File: src/rtl/router_dest_reader.sv
// Destination-side reader for one router output FIFO.
// Strips the header, streams payload, checks parity/address, aborts on starvation.
module router_dest_reader #(
  parameter logic [1:0] MY_ADDR     = 2'b00,
  parameter int         TIMEOUT_CYC = 30
) (
  input  logic       clock,
  input  logic       resetn,
  input  logic       vld_out,
  input  logic [7:0] data_in,
  input  logic       dest_ready,
  output logic       read_enb,
  output logic       byte_valid,
  output logic [7:0] byte_data,
  output logic       byte_first,
  output logic       byte_last,
  output logic       pkt_done,
  output logic       parity_err,
  output logic       addr_err,
  output logic       timeout_err,
  output logic       fifo_soft_reset,
  output logic       busy
);

  localparam int SW = $clog2(TIMEOUT_CYC + 1);

  typedef enum logic [1:0] {
    S_IDLE,
    S_HDR,
    S_BODY,
    S_DONE
  } state_t;

  state_t        state;
  state_t        state_nxt;
  logic [1:0]    addr_q;
  logic [6:0]    req_left;
  logic [6:0]    rcv_left;
  logic [7:0]    par;
  logic          rd_pending;
  logic          first_pend;
  logic [SW-1:0] starve_cnt;

  logic in_body;
  logic req_nz;
  logic starving;
  logic time_up;
  logic take;
  logic is_payload;
  logic is_parity;
  logic addr_ok;

  assign in_body    = (state == S_BODY);
  assign req_nz     = (req_left != 7'd0);
  assign starving   = in_body & req_nz & ~vld_out;
  assign time_up    = in_body & (starve_cnt == SW'(TIMEOUT_CYC));
  assign take       = in_body & rd_pending & ~time_up;
  assign is_payload = take & (rcv_left > 7'd1);
  assign is_parity  = take & (rcv_left == 7'd1);
  assign addr_ok    = (addr_q == MY_ADDR);

  // State register
  always_ff @(posedge clock or negedge resetn) begin
    if (!resetn) state <= S_IDLE;
    else         state <= state_nxt;
  end

  // Next-state logic
  always_comb begin
    state_nxt = state;
    unique case (state)
      S_IDLE: if (vld_out & dest_ready) state_nxt = S_HDR;
      S_HDR:  state_nxt = S_BODY;
      S_BODY: begin
        if (time_up)        state_nxt = S_IDLE;
        else if (is_parity) state_nxt = S_DONE;
      end
      S_DONE: state_nxt = S_IDLE;
      default: state_nxt = S_IDLE;
    endcase
  end

  // Output decode: read strobe, byte stream, status pulses
  always_comb begin
    read_enb = 1'b0;
    pkt_done = 1'b0;
    busy     = 1'b0;
    unique case (state)
      S_IDLE: read_enb = vld_out & dest_ready;
      S_HDR:  busy = 1'b1;
      S_BODY: begin
        busy     = 1'b1;
        read_enb = vld_out & dest_ready & req_nz & ~time_up;
      end
      S_DONE: pkt_done = 1'b1;
      default: ;
    endcase
    read_enb        = read_enb & resetn;
    byte_valid      = is_payload & addr_ok;
    byte_data       = byte_valid ? data_in : 8'h00;
    byte_first      = byte_valid & first_pend;
    byte_last       = byte_valid & (rcv_left == 7'd2);
    timeout_err     = time_up;
    fifo_soft_reset = time_up;
  end

  // Packet datapath: counters, parity accumulator, error flags
  always_ff @(posedge clock or negedge resetn) begin
    if (!resetn) begin
      addr_q     <= 2'b00;
      req_left   <= 7'd0;
      rcv_left   <= 7'd0;
      par        <= 8'h00;
      rd_pending <= 1'b0;
      first_pend <= 1'b0;
      parity_err <= 1'b0;
      addr_err   <= 1'b0;
      starve_cnt <= '0;
    end else begin
      unique case (state)
        S_HDR: begin
          addr_q     <= data_in[1:0];
          par        <= data_in;
          req_left   <= {1'b0, data_in[7:2]} + 7'd1;
          rcv_left   <= {1'b0, data_in[7:2]} + 7'd1;
          parity_err <= 1'b0;
          addr_err   <= 1'b0;
          first_pend <= 1'b1;
          rd_pending <= 1'b0;
          starve_cnt <= '0;
        end
        S_BODY: begin
          rd_pending <= read_enb;
          if (read_enb) req_left <= req_left - 7'd1;
          if (take)     rcv_left <= rcv_left - 7'd1;
          if (is_payload) begin
            par        <= par ^ data_in;
            first_pend <= 1'b0;
          end
          if (is_parity) begin
            parity_err <= (par != data_in);
            addr_err   <= ~addr_ok;
          end
          if (time_up | vld_out) starve_cnt <= '0;
          else if (starving)     starve_cnt <= starve_cnt + 1'b1;
        end
        default: begin
          rd_pending <= 1'b0;
          starve_cnt <= '0;
        end
      endcase
    end
  end

endmodule

File: config.mk
export PLATFORM = sky130hd
export DESIGN_NAME = router_dest_reader
export DESIGN_NICKNAME = d
export VERILOG_FILES = /design/src/rtl/router_dest_reader.sv
export SDC_FILE = /design/constraint.sdc
export NUM_CORES = 1
export LEC_CHECK = 0
export ABC_AREA = 1
export CAP_MARGIN = 30
export CORE_MARGIN = 2
export CORE_UTILIZATION = 25
export DETAILED_ROUTE_END_ITERATION = 16
export GPL_TIMING_DRIVEN = 0
export HOLD_SLACK_MARGIN = 0.12
export MAX_ROUTING_LAYER = met4
export PLACE_DENSITY = 0.45
export SYNTH_ARGS = -nofsm -noshare
export SYNTH_HDL_FRONTEND = slang
export SYNTH_SLANG_ARGS = --single-unit
export TNS_END_PERCENT = 1
File: constraint.sdc
create_clock -name clock -period 4.3 [get_ports clock]
set_input_delay 1.29 -clock clock [delete_from_list [all_inputs] [get_ports clock]]
set_output_delay 1.29 -clock clock [all_outputs]
set_load 0.02 [all_outputs]
==> metrics.txt <==
# TYPE chip_impl_metric gauge
chip_impl_info{name="status",value="completed"} 1
chip_impl_metric{name="initial_utilization",unit="%"} 26.0
chip_impl_metric{name="synth.ff_latch_count",unit=""} 35
chip_impl_info{name="cts-root-buf",value="clkbuf_8"} 1
chip_impl_metric{name="cts-root-to-sink-buffers",unit=""} 2
chip_impl_metric{name="cap_violations",unit=""} 0
chip_impl_metric{name="routedWlPerCell",unit="µm"} 12.2
chip_impl_info{name="ys_dominant_reg_cell",value="dfrtp_1"} 1
chip_impl_info{name="synth_top_area_cell",value="dfrtp_1"} 1
chip_impl_info{name="tritoncts",value="built"} 1
chip_impl_info{name="setup_repair_after_global_routing_missed_its_margin",value="false"} 1
chip_impl_info{name="criticalPathCategory",value="in -> out"} 1
chip_impl_metric{name="drt_iter0_markers",unit=""} 78
chip_impl_metric{name="hpwlAfterDp",unit="µm"} 4620
chip_impl_metric{name="fp.coreArea",unit="µm²"} 9280
chip_impl_metric{name="ctsHoldBuffers",unit=""} 0
chip_impl_info{name="crit_path_start",value="vld_out"} 1
chip_impl_metric{name="grt_pass1_wl",unit="µm"} 10200
chip_impl_metric{name="die_h",unit="µm"} 102
chip_impl_metric{name="routabilityCongestion",unit=""} 0.794
chip_impl_metric{name="path_clk_slew",unit="ns"} 0.08
chip_impl_metric{name="die-area",unit="µm²"} 10500
chip_impl_metric{name="syn_to_final_growth",unit="%"} 22.0
chip_impl_metric{name="drc_errors",unit=""} 0
chip_impl_metric{name="reg2reg_depth",unit=""} 10
chip_impl_metric{name="first_global_vias",unit=""} 2113
chip_impl_metric{name="holdWs",unit="ns"} 0.509
chip_impl_info{name="start_kind",value="input pin"} 1
chip_impl_metric{name="final_core_utilization",unit="%"} 31.7
chip_impl_metric{name="total_setup_buffers_inserted_after_cts",unit=""} 0
chip_impl_metric{name="synth_largest_type_area_fraction",unit="%"} 36.3
chip_impl_metric{name="design.portCount",unit=""} 30
chip_impl_metric{name="grt.overflow.total",unit=""} 0
chip_impl_metric{name="shortest_period_the_worst_path_allows",unit="ns"} 3.99
chip_impl_metric{name="grt_max_degree",unit=""} 31
chip_impl_metric{name="slew_violations",unit=""} 0
chip_impl_metric{name="numCtsBuffers",unit=""} 5
chip_impl_metric{name="critical_path.max_fanout",unit=""} 4
chip_impl_metric{name="syn-num-nets",unit=""} 355
chip_impl_metric{name="mappedNetlistArea",unit="µm²"} 2410
chip_impl_metric{name="worstMarginPinSlew",unit="ns"} 0.563
chip_impl_metric{name="port-buffer-count",unit=""} 27
chip_impl_metric{name="seq_total_area_yosys",unit="%"} 36.3
chip_impl_metric{name="p_per_area",unit="nW/µm²"} 556
chip_impl_metric{name="r2r_slack",unit="ns"} 2.43
chip_impl_info{name="synthMostInstantiatedCell",value="nand2_1"} 1
chip_impl_info{name="worstSetupEndpointType",value="output pin"} 1
chip_impl_metric{name="cts_sinks",unit=""} 35
chip_impl_metric{name="postRouteWirelength",unit="µm"} 6040
chip_impl_metric{name="yosysWarningCount",unit=""} 0
chip_impl_info{name="timing.hold.worst.class",value="reg -> reg"} 1
chip_impl_info{name="synth_area_leaders",value="dfrtp_1 36%, nand2_1 14%, o21ai_0 6.4%"} 1
chip_impl_metric{name="total_vias_in_the_final_route",unit=""} 2139
chip_impl_metric{name="achievable-frequency",unit="MHz"} 251
chip_impl_metric{name="antenna_found_initial",unit=""} 0
chip_impl_info{name="critical_path.reg2reg.startpoint",value="state[0]"} 1
chip_impl_metric{name="cts.htree.levels",unit=""} 2
chip_impl_metric{name="synth_cell_types",unit=""} 30
chip_impl_metric{name="worstSkewPairLatency",unit="ns"} 0.29
chip_impl_metric{name="diodes",unit=""} 0
chip_impl_metric{name="synth_cells",unit=""} 331
chip_impl_metric{name="req_time_crit_path",unit="ns"} 3.01
chip_impl_metric{name="hold_path_depth",unit=""} 2
chip_impl_metric{name="max-slew-margin-rel",unit="%"} 62.5
chip_impl_metric{name="gr_usage_total",unit="%"} 12.9
chip_impl_info{name="crit_path_end",value="read_enb"} 1
chip_impl_metric{name="cp.arrival",unit="ns"} 2.70
chip_impl_metric{name="die_width",unit="µm"} 102
chip_impl_metric{name="drt-vias-per-instance",unit=""} 4.31
chip_impl_metric{name="drt-pass1-iter-count",unit=""} 4
chip_impl_metric{name="setup_viol",unit=""} 0
chip_impl_metric{name="ir_worst_vdd",unit="µV"} 338
chip_impl_info{name="timing.rr.end",value="rcv_left[4]"} 1
chip_impl_metric{name="power.leakage",unit="µW"} 0.00142
chip_impl_metric{name="final.period_utilization",unit="%"} 92.7
chip_impl_metric{name="finalSetupTns",unit="ns"} 0
chip_impl_metric{name="hold_viol_final",unit=""} 0
chip_impl_metric{name="synth-edff-count",unit=""} 0
chip_impl_metric{name="ys_async_sr_fraction",unit="%"} 100
chip_impl_metric{name="clock_skew",unit="ns"} 0.00738
chip_impl_metric{name="finalPower",unit="µW"} 1640
chip_impl_metric{name="post_layout_net_count",unit=""} 390
chip_impl_metric{name="floorplan.rows",unit=""} 35
chip_impl_info{name="ys_top_cells_by_count",value="92 x nand2_1, 35 x dfrtp_1, 32 x inv_1, 31 x o21ai_0"} 1
chip_impl_metric{name="post_cts.resized_instances",unit=""} 0
chip_impl_metric{name="detail-route-antenna-nets",unit=""} 0
chip_impl_metric{name="fraction_of_final_layout_cells_with_drive_strength_greater_than_1",unit="%"} 12.8
chip_impl_metric{name="synth.avg_cell_area",unit="µm²"} 7.29
## per-stage QoR
stage / setup WS, ns / cells / cell area (µm²)
floorplan: 1.21 / 331 / 2410
global placement: -1.03 / 487 / 2840
detailed placement: 0.316 / 488 / 2860
CTS: 0.300 / 496 / 2940
global route: 0.140 / 496 / 2940
finish: 0.312 / 496 / 2940
## report_power, final
| group | internal [µW] | switching (µW) |
|---|---|---|
| clock network | 111 | 133 |
| logic | 304 | 537 |
| registers | 457 | 94.6 |
| total | 872 | 765 |
## state kept, by name (all words and copies together), names as in the netlist
register	cells
rcv_left	7
rd_pending	1
state	2
parity_err	1
par	8
addr_err	1
req_left	7
starve_cnt	5
first_pend	1
addr_q	2
## worst min-delay path by stage
stage	from	endpoint	slack (ns)
2_1_floorplan	rcv_left[5]	rcv_left[5]	0.47
3_3_place_gp	rcv_left[5]	rcv_left[5]	0.49
3_5_place_dp	rcv_left[5]	rcv_left[5]	0.49
4_1_cts	rcv_left[5]	rcv_left[5]	0.51
5_1_grt	rcv_left[5]	rcv_left[5]	0.53
6_report	req_left[2]	req_left[2]	0.51
## cells by family (layout without fill, tap and decap cells)
| kind of cell | count (synthesis) | in the layout | share of synthesized area, % |
|---|---|---|---|
| compound gates | 44 | 44 | 9.28 |
| xor+xnor | 11 | 11 | 3.99 |
| fa+ha+maj | 12 | 12 | 6.22 |
| buf+inv | 47 | 83 | 8.71 |
| flops | 35 | 35 | 36.3 |
| simple gates | 182 | 182 | 35.5 |
## critical path: stages
cell             delay, ns
clkdlybuf4s50_1       0.57
nand2_1               0.12
nor2_1                0.11
clkdlybuf4s50_1       0.61
## layout by cell type (no fill, tap or decap), types with 2 or more instances in the layout
cell	Yosys	layout
clkbuf_8	0	5
xnor2_1	4	4
nand3_1	28	28
nand2_2	4	4
clkdlybuf4s50_1	0	26
clkbuf_1	4	4
inv_2	2	2
nand2_4	3	3
a21oi_1	10	10
inv_1	32	32
o21ai_0	31	31
clkinv_2	1	4
xor2_1	7	7
ha_1	12	12
buf_6	3	3
nor2_2	12	12
nor2_1	28	28
a31oi_1	3	3
nand4_1	2	2
nor2_4	3	3
buf_2	2	3
dfrtp_1	35	35
nand2_1	92	92
nand3b_1	2	2
nor3_1	4	4
## metal layers
layer / vias up / wire length (µm) / global-route usage (%) / share of wire [%]
li1: 1116 / - / - / -
met4: 0 / 25 / 2.46 / 0.41
met5: - / 0 / - / 0
met3: 2 / 140 / 2.26 / 2.3
met1: 998 / 3120 / 17.4 / 52
met2: 23 / 2750 / 20.6 / 46
## final cells by class
class                           count  area [µm²]
Inverter                           36         139
Fill cell                        1043        6340
Timing Repair Buffer               28         285
Sequential cell                    35         876
Clock buffer                        5        68.8
Multi-Input combinational cell    249        1330
Clock inverter                      3        15.0
Tap cell                          129         161
Buffer                             11        71.3
Power figures use the tool's default switching activity.
